### config.mk
export PLATFORM = sky130hd
export DESIGN_NAME = mem_stage_ctrl_flat
export DESIGN_NICKNAME = d
export VERILOG_FILES = /design/src/rtl/mem_stage_ctrl_pkg.sv /design/src/rtl/mem_stage_ctrl_if.sv /design/src/rtl/mem_stage_ctrl_wait_counter.sv /design/src/rtl/mem_stage_ctrl.sv /design/src/flat_wrapper.sv
export SDC_FILE = /design/constraint.sdc
export NUM_CORES = 1
export LEC_CHECK = 0
export BUFFER_PORTS_ARGS = -buffer_cell sky130_fd_sc_hd__buf_2
export CAP_MARGIN = 20
export CORE_MARGIN = 2
export CORE_UTILIZATION = 40
export CTS_BUF_LIST = sky130_fd_sc_hd__clkbuf_8 sky130_fd_sc_hd__clkbuf_16
export DETAILED_ROUTE_END_ITERATION = 10
export GPL_TIMING_DRIVEN = 0
export HOLD_SLACK_MARGIN = 0.06
export PLACE_DENSITY_LB_ADDON = 0.05
export SYNTH_ARGS = -nofsm -noshare
export SYNTH_HDL_FRONTEND = slang
export SYNTH_HIERARCHICAL = 1
export SYNTH_SLANG_ARGS = --single-unit
### constraint.sdc
create_clock -name clk -period 1.45 [get_ports clk]
set_input_delay 0.145 -clock clk [delete_from_list [all_inputs] [get_ports clk]]
set_output_delay 0.145 -clock clk [all_outputs]
set_load 0.01 [all_outputs]
### src/rtl/mem_stage_ctrl_pkg.sv
// Shared types and defaults for the memory-stage access controller.
// States, bus width and timeout limit used across the slice.
package mem_stage_pkg;

  localparam int DEF_DATA_W   = 16;
  localparam int DEF_MAX_WAIT = 15;

  typedef enum logic [1:0] {
    IDLE = 2'd0,
    WAIT = 2'd1,
    DONE = 2'd2
  } state_t;

endpackage

### src/rtl/mem_stage_ctrl_if.sv
// Handshaked data-memory bus between the MEM stage and backing memory.
// master = access controller, slave = memory.
interface mem_stage_ctrl_if #(
  parameter int DATA_W = 16
) ();

  logic              mem_req;
  logic              mem_wr;
  logic [DATA_W-1:0] mem_addr;
  logic [DATA_W-1:0] mem_wdata;
  logic              mem_dump;
  logic              mem_ack;
  logic [DATA_W-1:0] mem_rdata;

  modport master (
    output mem_req, mem_wr, mem_addr,
    output mem_wdata, mem_dump,
    input  mem_ack, mem_rdata
  );

  modport slave (
    input  mem_req, mem_wr, mem_addr,
    input  mem_wdata, mem_dump,
    output mem_ack, mem_rdata
  );

endinterface

### src/rtl/mem_stage_ctrl_wait_counter.sv
// Wait-cycle counter with sync clear, enable and terminal count.
// tc flags the cycle in which the count equals MAX_WAIT.
module mem_wait_counter #(
  parameter int CNT_W    = 4,
  parameter int MAX_WAIT = 15
) (
  input  logic clk,
  input  logic rst,
  input  logic clr,
  input  logic en,
  output logic tc
);

  logic [CNT_W-1:0] cnt;

  always_ff @(posedge clk or negedge rst) begin
    if (!rst)     cnt <= '0;
    else if (clr) cnt <= '0;
    else if (en)  cnt <= cnt + CNT_W'(1);
  end

  assign tc = (cnt == CNT_W'(MAX_WAIT));

endmodule

### src/rtl/mem_stage_ctrl.sv
// MEM-stage controller: turns an EX/MEM request into a req/ack
// memory transaction and drives stall, done and sticky error.
module mem_stage_ctrl
  import mem_stage_pkg::*;
#(
  parameter int DATA_W   = DEF_DATA_W,
  parameter int MAX_WAIT = DEF_MAX_WAIT,
  parameter int CNT_W    = 4
) (
  input  logic              clk,
  input  logic              rst,
  input  logic              req_en,
  input  logic              req_wr,
  input  logic              req_dump,
  input  logic [DATA_W-1:0] req_addr,
  input  logic [DATA_W-1:0] req_wdata,
  mem_stage_ctrl_if.master  mem,
  output logic [DATA_W-1:0] rdata_out,
  output logic              stall_out,
  output logic              done_out,
  output logic              err
);

  state_t            state, nxt;
  logic              start, misal, tc;
  logic              in_idle, in_wait;
  logic              wr_q, dump_q;
  logic [DATA_W-1:0] addr_q, wdata_q;

  assign misal   = req_addr[0];
  assign in_idle = (state == IDLE);
  assign in_wait = (state == WAIT);

  always_comb begin
    nxt   = state;
    start = 1'b0;
    unique case (state)
      IDLE: if (req_en && !misal) begin
        nxt   = WAIT;
        start = 1'b1;
      end
      WAIT: if (mem.mem_ack || tc) nxt = DONE;
      DONE: nxt = IDLE;
      default: nxt = IDLE;
    endcase
  end

  always_ff @(posedge clk or negedge rst) begin
    if (!rst) state <= IDLE;
    else      state <= nxt;
  end

  // count includes the current WAIT cycle, so tc hits on the MAX_WAIT-th
  mem_wait_counter #(
    .CNT_W   (CNT_W),
    .MAX_WAIT(MAX_WAIT)
  ) u_cnt (
    .clk(clk),
    .rst(rst),
    .clr(~start & ~in_wait),
    .en (start | in_wait),
    .tc (tc)
  );

  always_ff @(posedge clk or negedge rst) begin
    if (!rst) begin
      addr_q    <= '0;
      wdata_q   <= '0;
      wr_q      <= 1'b0;
      dump_q    <= 1'b0;
      rdata_out <= '0;
      err       <= 1'b0;
    end else begin
      dump_q <= in_idle & req_dump;
      if (start) begin
        addr_q  <= req_addr;
        wdata_q <= req_wdata;
        wr_q    <= req_wr;
      end
      if (in_idle && req_en && misal) err <= 1'b1;
      if (in_wait) begin
        if (mem.mem_ack) begin
          if (!wr_q) rdata_out <= mem.mem_rdata;
        end else if (tc) begin
          err       <= 1'b1;
          rdata_out <= '0;
        end
      end
    end
  end

  assign mem.mem_req   = in_wait;
  assign mem.mem_wr    = in_wait & wr_q;
  assign mem.mem_addr  = addr_q;
  assign mem.mem_wdata = wdata_q;
  assign mem.mem_dump  = dump_q;

  assign stall_out = req_en & ~misal & (state != DONE);
  assign done_out  = (state == DONE);

endmodule

### src/flat_wrapper.sv
// flat-port wrapper written by rule: the top's interface ports become plain ports
module mem_stage_ctrl_flat import mem_stage_pkg::*;
#(
  parameter int DATA_W   = DEF_DATA_W,
  parameter int MAX_WAIT = DEF_MAX_WAIT,
  parameter int CNT_W    = 4
)
  (clk, rst, req_en, req_wr, req_dump, req_addr, req_wdata, rdata_out, stall_out, done_out, err, mem_mem_req, mem_mem_wr, mem_mem_addr, mem_mem_wdata, mem_mem_dump, mem_mem_ack, mem_mem_rdata);
  mem_stage_ctrl_if #(.DATA_W(DATA_W)) mem_i ();
  input  logic clk;
  input  logic rst;
  input  logic req_en;
  input  logic req_wr;
  input  logic req_dump;
  input  logic [DATA_W-1:0] req_addr;
  input  logic [DATA_W-1:0] req_wdata;
  output logic [DATA_W-1:0] rdata_out;
  output logic stall_out;
  output logic done_out;
  output logic err;
  output wire logic [$bits(mem_i.mem_req)-1:0] mem_mem_req;
  output wire logic [$bits(mem_i.mem_wr)-1:0] mem_mem_wr;
  output wire logic [$bits(mem_i.mem_addr)-1:0] mem_mem_addr;
  output wire logic [$bits(mem_i.mem_wdata)-1:0] mem_mem_wdata;
  output wire logic [$bits(mem_i.mem_dump)-1:0] mem_mem_dump;
  input wire logic [$bits(mem_i.mem_ack)-1:0] mem_mem_ack;
  input wire logic [$bits(mem_i.mem_rdata)-1:0] mem_mem_rdata;
  assign mem_mem_req = mem_i.mem_req;
  assign mem_mem_wr = mem_i.mem_wr;
  assign mem_mem_addr = mem_i.mem_addr;
  assign mem_mem_wdata = mem_i.mem_wdata;
  assign mem_mem_dump = mem_i.mem_dump;
  assign mem_i.mem_ack = mem_mem_ack;
  assign mem_i.mem_rdata = mem_mem_rdata;
  mem_stage_ctrl #(.DATA_W(DATA_W), .MAX_WAIT(MAX_WAIT), .CNT_W(CNT_W)) u_core (.clk(clk), .rst(rst), .req_en(req_en), .req_wr(req_wr), .req_dump(req_dump), .req_addr(req_addr), .req_wdata(req_wdata), .mem(mem_i), .rdata_out(rdata_out), .stall_out(stall_out), .done_out(done_out), .err(err));
endmodule
Word level (Yosys, flattened, before mapping)
Index checks and enable logic that the tools add are counted.
{"block": "word_totals", "in_bits": 54, "word_cells": 49, "out_inout_bits": 54, "register_bits": 57}
{"block": "op_classes", "n_mux": 14, "add_sub_neg": 1, "n_reduce_logical": 10, "n_eq_ne": 7, "bitwise_logic": 9}
{"operator": "16-bit 2-to-1 mux", "count": 3}
{"operator": "4-bit 2-to-1 mux", "count": 2}
{"operator": "2-bit inequality test, second input constant", "count": 4}
{"operator": "1-bit 2-to-1 mux", "count": 6}
{"operator": "1-bit AND", "count": 5}
{"operator": "4-bit by 1-bit adder with 4-bit output, second input constant", "count": 1}
{"operator": "4-bit equality test, second input constant", "count": 1}
{"operator": "2-bit 2-to-1 mux", "count": 2}
{"operator": "2-bit one-hot mux with 2 select lines", "count": 1}
{"operator": "2-bit nonzero test", "count": 2}
{"operator": "1-bit logical AND", "count": 3}
{"operator": "1-bit inverter", "count": 3}
{"operator": "3-bit AND reduction", "count": 1}
{"operator": "2-bit by 1-bit equality test with 1-bit output, second input constant", "count": 1}
{"operator": "2-bit equality test, second input constant", "count": 1}
{"operator": "2-bit zero test", "count": 1}
{"operator": "2-bit AND reduction", "count": 1}
{"operator": "1-bit zero test", "count": 1}
{"operator": "1-bit logical OR", "count": 1}
{"operator": "1-bit bitwise OR", "count": 1}

Longest topological paths before layout
Gate-level depths: netlist of run 1.
{"block": "depth", "ltp_word": 7, "depth_mapped": 6, "ltp_nobuf": 5}

Modules after synthesis
Netlist of run 1, hierarchy kept.
{"mod": "mem_stage_ctrl", "cells_each": 130, "instances": 1, "area_per_inst_um2": 2029.4, "seq_area_each_um2": 1326.3}
{"mod": "mem_wait_counter", "cells_each": 17, "instances": 1, "area_per_inst_um2": 198.9, "seq_area_each_um2": 100.1}

Least setup slack after synthesis of run 1
Ideal clock, no wire load.
{"block": "synth_path", "kind": "flip-flop to flip-flop", "startpoint": "reg u_core.state[0]", "endpoint": "reg u_core.u_cnt.cnt[3]", "stages_incl_launch_ff": 5, "required_time_ps": 1325, "arrival_ps": 1459, "path_buffers": 0, "period_less_slack_ps": 1584, "setup_time_ps": 125, "path_slack_ps": -134, "path_cell_list": "dfrtp_1 > or3_1 > nand2_1 > nand4_1 > mux2_4"}
{"block": "synth_via", "elab_chain_cells": 5, "elab_cells_between_ends": 9, "cone_classes": "1 x eq/ne; 2 x mux; 4 x bitwise; 2 x reduce/logical"}
{"element": "start: declaration", "line": "mem_stage_ctrl.sv:24", "rtl": "state_t state, nxt;"}
{"element": "start signal: assignment", "line": "mem_stage_ctrl.sv:50", "rtl": "else state <= nxt;"}
{"element": "2-bit zero test", "line": "mem_stage_ctrl.sv:37", "rtl": "unique case (state)"}
{"element": "1-bit 2-to-1 mux", "line": "mem_stage_ctrl.sv:37"}
{"element": "1-bit inverter", "line": "mem_stage_ctrl.sv:60", "rtl": ".clr(~start & ~in_wait),"}
{"element": "1-bit AND", "line": "mem_stage_ctrl.sv:60"}
{"element": "4-bit 2-to-1 mux / 2-bit nonzero test (equally long branches)"}
{"element": "end signal: assignment", "line": "mem_stage_ctrl_wait_counter.sv:19", "rtl": "else if (en) cnt <= cnt + CNT_W'(1);"}
{"element": "end: declaration", "line": "mem_stage_ctrl_wait_counter.sv:14", "rtl": "logic [CNT_W-1:0] cnt;"}
Several ways; a longest one is shown, not always the timed one.
A chain may end at the register's enable or synchronous reset.

Worst setup path after layout of run 1
{"block": "layout_path", "startpoint": "reg u_core.u_cnt.cnt[0]", "endpoint": "reg u_core.rdata_out[3]"}
{"block": "layout_via", "elab_chain_cells": 3}
{"element": "4-bit equality test", "line": "mem_stage_ctrl_wait_counter.sv:22", "rtl": "assign tc = (cnt == CNT_W'(MAX_WAIT));"}
{"element": "named net u_core.tc", "line": "mem_stage_ctrl.sv:25", "rtl": "logic start, misal, tc;"}
{"element": "2-bit nonzero test (no line)"}
{"element": "3-bit AND reduction (no line)"}
{"element": "end signal: assignment", "line": "mem_stage_ctrl.sv:83", "rtl": "if (!wr_q) rdata_out <= mem.mem_rdata;"}
{"element": "end: declaration", "line": "mem_stage_ctrl.sv:18", "rtl": "output logic [DATA_W-1:0] rdata_out,"}
The timed path passes the listed nets, and every way through them passes these cells.

==> results by group, run 1 <==
Status
  • Outcome: finished with violations
  • Failing checks: setup timing

Critical path
  • Critical path class: register to register
  • Worst path cell trace: ha_2, and3_4, nor2b_4, o21ai_4, clkbuf_16, a22o_1
  • CP required: about 1700 ps
  • Top Family by Delay on Critical Path: flip-flops
  • Crit. End Element: register
  • Worst path max stage delay: around 350 ps
  • CP bufs+invs: 1
  • CP Launch Type: register
  • Highest-delay cell along the critical path: dfrtp_1
  • Setup slack, reg-to-reg: -20 ps
  • CP Max Fanout: 8
  • CP arrival: between 1500 and 2000 ps

Yosys
  • Syn avg cell area: 15.2 sq um
  • Synth top area share: 64.0%
  • Yosys warns: 6
  • Ys async rst share: 100%
  • Top post-synthesis cells by count: 57 x dfrtp_1, 32 x mux2_2, 16 x a22o_1
  • Count of flip-flops with a built-in enable after synthesis: 0
  • Syn Std Cell Area: approximately 2200 sq um
  • Main synth FF type: dfrtp_1
  • Register bit count reported by yosys: 57
  • Synth Net Count: 202
  • Mapped Cells: ~150
  • Synth area leader: dfrtp_1
  • Distinct cell type count after synthesis: 29
  • Most common cell in the netlist: dfrtp_1
  • Post-synthesis sequential area ratio: 64.0%
  • Top cells by area, synth: dfrtp_1 64%, mux2_2 16%, a22o_1 6.3%

Die
  • Die Y: approximately 79 um
  • Core area: 5440 sq um
  • Starting Density: 41.0%
  • Total die area: 6180 sq um
  • Width of the chip: between 70 and 80 um
  • Site row count: 27
  • Io pins: ~110

Pwr
  • VDD IR max: 0.895 mV
  • Clock power frac: 27.5%
  • Pwr dens: 1480 nW/um^2
  • Int Power: 4.04 mW
  • Comb power frac: 31.3%
  • Reg power frac: 41.3%
  • Sw Ratio: approximately 28%
  • Overall power: 5.63 mW
  • Switch Pwr: 1.59 mW
  • Leakage power: 1.88 nW

Global routing
  • Vias in the first global route: 2013
  • Overall Global Routing Usage: 19.0%
  • First-pass GRT wire length: 9020 um
  • Remaining Overflow, GRT: 0
  • Pin count of the biggest net entering global routing: 36
  • Initial antenna violation count: 0

CTS
  • CTS tree: yes
  • CTS buffer count: 9
  • CTS sink cnt: 57
  • Clk pin slew, worst setup/hold paths: 60 ps
  • Skew-Pair Late Insertion Delay: 320 ps
  • H-Tree Depth: 3
  • Root Buffer: clkbuf_8
  • CTS Buffer Depth: 2

Routing
  • DR top layer: met4
  • DRT iter0 DRCs: 52
  • Routed metal-1 wire length: 2370 um
  • Wire length per cell: 13.7 um
  • # DRC: 0
  • Detailed Routing Iterations Pass 1: 4
  • Vias per cell: 4.64
  • Met2 WL post-DR: approximately 2700 um
  • Met3 WL: 414 um
  • Vias: 1890
  • DRT Wirelength: between 5000 and 6000 um
  • Final ANT Viol Nets: 0

Place
  • HPWL after DPL: approximately 3400 um
  • RePlAce Congestion: 0.716
  • Port bufs: 107

Timing
  • Max Freq: approximately 0.7 GHz
  • Min Tclk post-route: 1470 ps
  • Setup tns final: -41.5 ps
  • Post-Route Skew: between 4 and 5 ps
  • RSZ-0062 raised after global routing: yes
  • Final worst-path cycle share: 101%
  • Max-slew headroom: between 60% and 70%
  • Final worst-path setup slack: -17.5 ps
  • Final hold viol count: 0
  • Min Hold Slack: about 130 ps
  • Worst slew pin tran: 538 ps
  • Pins Over Slew Limit: 0
  • Setup-failing EPs final: 8

Job
  • Max-cap violations: 0

Cells and area
  • Core Util, Final: 70.1%
  • # fillers: 399
  • Layout cell share with drive strength beyond 1: around 58%
  • Layout net count: 386
  • Antenna diodes: 0
  • Area grow syn2layout: 71.1%

Hold path
  • Worst Hold Class: input port to register
-- what timing repair did --
action / 4_1_cts / 5_1_grt
hold buffers: 50 / 0
gates resized for setup: 4 / 11
cloned: 0 / 1
buffers inserted: 11 / 4
pin swaps: 6 / 21
setup endpoints to repair: 47 / 47
hold endpoints to repair: 71 / 0
-- flip-flops by register name, indices dropped and copies added, names as in the netlist --
name,cells
u_core/mem.mem_wdata,16
u_core/u_cnt/cnt,4
u_core/err,1
u_core/wr_q,1
u_core/state,2
u_core/rdata_out,16
u_core/mem.mem_dump,1
u_core/mem.mem_addr,16
-- routing by layer --
| layer | GRT usage (%) | vias up |
|---|---|---|
| li1 | - | 895 |
| met1 | 22.6 | 912 |
| met2 | 31.1 | 75 |
| met3 | 5.63 | 8 |
| met4 | 9.65 | 0 |
| met5 | 0 | - |
-- through the flow --
stage	cell area, sq um	std cells	setup slack (ps)
after floorplan	2250	147	6.32
after global placement	2880	326	-167
after detailed placement	2900	327	-170
after CTS	3720	402	-11.6
after global routing	3810	407	-60.0
final	3810	407	-17.5
-- power by group through the flow --
stage	Sequential [mW]	Clock [mW]	Combinational [mW]
after floorplan	2.58	0	0.586
after global placement	2.33	0	1.50
after detailed placement	2.35	0	1.52
after CTS	2.32	1.60	1.69
after global routing	2.39	1.68	1.90
final	2.32	1.55	1.76
-- worst paths after layout --
kind,from,endpoint,cells after the start
setup / recovery,u_core/u_cnt/cnt[0],u_core/rdata_out[3],6
hold / removal,mem_mem_ack,u_core/state[1],3
setup reg to reg,u_core/u_cnt/cnt[0],u_core/rdata_out[3],6
hold reg to reg,u_core/mem.mem_addr[0],u_core/mem.mem_addr[0],1
max in group asynchronous,rst,u_core/state[1],3
min in group asynchronous,rst,u_core/rdata_out[6],2
-- worst min-delay path, delay by kind of cell --
family | cells | cell delay, ps
buffers and inverters | 1 | 120
AND/OR/NAND/NOR | 2 | 140
-- logic make-up after synthesis --
kind of cell	synth area share, %
and+or+nand+nor	7.30
adders and majority gates	0.561
muxes	17.3
buffers and inverters	2.53
xor gates and xnor gates	0.393
AOI/OAI and AO/OA	7.92
DFF	64.0
-- cells in the final DEF, fill, tap and decap left out, types with 2 or more instances in the layout --
cell and instances:
clkbuf_8 13, nor2b_4 2, buf_4 13, mux2_2 32, dfrtp_2 2, dfrtp_1 55
and2_4 2, buf_8 2, buf_2 106, nand2_1 2, a21oi_1 2, buf_12 2
nor2_1 6, a22o_1 16, nor2b_1 2, buf_6 5, dlygate4sd3_1 50
-- final cells by class --
type | count | area, sq um | area share, %
sequential | 57 | 1430 | 37.5
timing repair buffer | 174 | 1220 | 32.0
multi-input combinational | 83 | 793 | 20.8
clock buffer | 13 | 179 | 4.69
tap | 72 | 90.1 | 2.36
buffer | 5 | 60.1 | 1.58
clock inverter | 2 | 35.0 | 0.919
inverter | 1 | 6.26 | 0.164
Power figures use the tool's default switching activity.
==> inputs of run 2 (changes only) <==
--- a/config.mk
+++ b/config.mk
@@ -5,6 +5,7 @@
 export SDC_FILE = /design/constraint.sdc
 export NUM_CORES = 1
 export LEC_CHECK = 0
+export ABC_AREA = 1
 export BUFFER_PORTS_ARGS = -buffer_cell sky130_fd_sc_hd__buf_2
 export CAP_MARGIN = 20
 export CORE_MARGIN = 2
==> run 2 against run 1 <==
Non-clock buffer count down 8; global-route usage up 0.50 points; register-to-register slack better by 90 ps; highest routed layer unchanged; hold slack worse by 61 ps; the flow now finishes without violations; first-iteration DRC count up 67%; clock power down 6%; routed wire length up 9.0%; area after synthesis up 5.5%.
==> results by group, run 2 <==
Status
  • Outcome: complete, no violations

Yosys
  • Top cells by area, synth: dfrtp_1 61%, nand2_1 22%, nand3_1 4.3%
  • Syn Std Cell Area: 2350 sq um
  • Mapped Cells: 263
  • Synth top area share: 60.7%
  • Top post-synthesis cells by count: 135 x nand2_1, 57 x dfrtp_1, 20 x nand3_1
  • Yosys warns: 6
  • Synth area leader: dfrtp_1
  • Main synth FF type: dfrtp_1
  • Post-synthesis sequential area ratio: 60.7%
  • Most common cell in the netlist: nand2_1
  • Distinct cell type count after synthesis: 19
  • Register bit count reported by yosys: 57
  • Syn avg cell area: between 8 and 9 sq um
  • Ys async rst share: 100%
  • Count of flip-flops with a built-in enable after synthesis: 0
  • Synth Net Count: ~320

Critical path
  • Worst r2r path cells: 9
  • CP required: 1310 ps
  • Critical path class: register to output pin
  • CP Max Fanout: 4
  • Worst path cell trace: nor2_4, buf_6, inv_4, nor2_4, buf_6
  • CP arrival: 1260 ps
  • Worst path max stage delay: 450 ps
  • FF-to-FF Start: u_core/state[0]
  • R2R Path End: u_core/u_cnt/cnt[3]
  • CP Launch Type: register
  • Highest-delay cell along the critical path: dfrtp_2
  • Crit. End Element: output pin
  • Setup slack, reg-to-reg: 70 ps

Place
  • Placed inst area: ~3000 sq um
  • HPWL after DPL: 3850 um
  • Dpl cells: between 400 and 500
  • Port bufs: 107
  • RePlAce Congestion: 0.760

CTS
  • H-Tree Depth: 3
  • CTS tree: yes
  • CTS sink cnt: 57
  • CTS buffer count: 9
  • Clk pin slew, worst setup/hold paths: approximately 60 ps
  • CTS Buffer Depth: 2
  • Root Buffer: clkbuf_8
  • Skew-Pair Late Insertion Delay: approximately 320 ps

Pwr
  • Reg power frac: 42.5%
  • Leakage power: 2.12 nW
  • VDD IR max: 0.925 mV
  • Switch Pwr: 1.70 mW
  • Clock power frac: 27.4%
  • Comb power frac: 30.0%
  • Pwr dens: roughly 1400 nW/um^2
  • Sw Ratio: 31.9%
  • Int Power: 3.62 mW

Routing
  • DRT Wirelength: 6070 um
  • # DRC: 0
  • Vias: 2265
  • Detailed Routing Iterations Pass 1: 4
  • Final ANT Viol Nets: 0
  • Vias per cell: 4.43
  • Wire length per cell: 11.9 um
  • DRT iter0 DRCs: 87

Cells and area
  • Layout net count: 490
  • Layout cell share with drive strength beyond 1: a little under two fifths
  • Antenna diodes: 0
  • Most common cell after layout, fill and taps aside: nand2_1
  • Most frequent cells in the layout: 128 x nand2_1, 110 x buf_2, 55 x dfrtp_1
  • Finished Cell Area: around 3800 sq um
  • Cell Count, Final, Fillers Out: 511
  • # fillers: 479
  • Area grow syn2layout: 60.5%

Die
  • Starting Density: a little over two fifths
  • Die Y: 80.7 um
  • Width of the chip: about 81 um
  • Total die area: 6510 sq um
  • Io pins: 108
  • Site row count: 27
  • Core area: 5610 sq um

Hold path
  • Hold path start: mem_mem_rdata[11]
  • Cells on Worst Hold Path: 3
  • Hold path endpoint: u_core/rdata_out[11]
  • Worst Hold Class: input port to register

Timing
  • RSZ-0062 raised after global routing: yes
  • Final hold viol count: 0
  • Min Tclk post-route: 1410 ps
  • Worst slew pin tran: about 570 ps
  • Post-Route Skew: 5.55 ps
  • Max Freq: a little over 0.7 GHz
  • Setup-failing EPs final: 0
  • Max-slew headroom: 61.7%
  • Pins Over Slew Limit: 0
  • Final worst-path cycle share: 97.1%

Global routing
  • Initial antenna violation count: 0
  • Pin count of the biggest net entering global routing: 35
  • Remaining Overflow, GRT: 0
  • Overall Global Routing Usage: 19.5%
  • First-pass GRT wire length: about 9500 um
  • Vias in the first global route: 2146

Job
  • Max-cap violations: 0
## run 2: critical path, delay by kind of cell, from the launching register on
kind          cells  cell delay (ps)
flops             1              450
buf+inv           3              280
simple gates      2              220
## run 2: power groups by stage
| stage | clock network, mW | logic [mW] | registers [mW] |
|---|---|---|---|
| CTS | 1.50 | 1.55 | 2.25 |
| global route | 1.59 | 1.78 | 2.32 |
| global placement | 0 | 1.39 | 2.26 |
| floorplan | 0 | 0.567 | 2.47 |
| detailed placement | 0 | 1.42 | 2.26 |
| finish | 1.46 | 1.60 | 2.26 |
## run 2: per-layer routing
layer / track usage (%) / vias to the layer above / part of all wire [%]
li1: - / 1162 / -
met1: 24.1 / 1022 / 45
met2: 32.2 / 71 / 47
met3: 5.17 / 10 / 6.6
met4: 7.97 / 0 / 1.6
met5: 0 / - / 0
## run 2: worst max path at each step
| stage | startpoint | to | slack, ps |
|---|---|---|---|
| finish | u_core/state[1] | mem_mem_wr | 40 |
| global route | u_core/u_cnt/cnt[1] | u_core/rdata_out[6] | -70 |
| CTS | u_core/state[0] | mem_mem_wr | -30 |
| detailed placement | u_core/state[0] | u_core/u_cnt/cnt[3] | -100 |
| global placement | u_core/state[0] | u_core/u_cnt/cnt[3] | -50 |
| floorplan | u_core/state[0] | u_core/u_cnt/cnt[3] | 50 |
## run 2: area by class of cell
class	instances	area (sq um)	area share, %
Sequential cell	57	1430	37.9
Tap cell	72	90.1	2.39
Inverter	16	70.1	1.86
Clock inverter	4	43.8	1.16
Timing Repair Buffer	161	1080	28.5
Buffer	10	83.8	2.22
Multi-Input combinational cell	180	830	22.0
Clock buffer	11	151	4.01
## run 2: through the flow
step / total power, mW / TNS, ps / worst slack [ps] / hold WS, ps / util, %
after floorplan: 3.04 / 0 / 47.0 / -151 / -
after global placement: 3.65 / -53.4 / -53.4 / 337 / 53.1
after detailed placement: 3.69 / -103 / -103 / 177 / 53.5
after CTS: 5.29 / -27.9 / -27.9 / 61.6 / 65.6
after global routing: 5.69 / -726 / -65.6 / 59.8 / 67.3
final: 5.32 / 0 / 41.5 / 69.7 / 67.3
## run 2: logic make-up (layout without fill, tap and decap cells)
group                    after synthesis  count (layout)  synth area share [%]
adder cells (fa/ha/maj)                1               1                 0.532
flip-flops                            57              57                  60.7
AND/OR/NAND/NOR                      173             173                  31.2
buffers and inverters                 26             202                  6.23
AO/OA/AOI/OAI                          6               6                  1.38
## run 2: repair_timing
action | in CTS | in global routing
hold endpoints to repair | 66 | 1
endpoints found under the setup margin | 2 | 15
setup buffers | 3 | 4
hold buffers | 44 | 1
pin swaps | 1 | 4
cloned | 0 | 1
gates resized for setup | 8 | 18
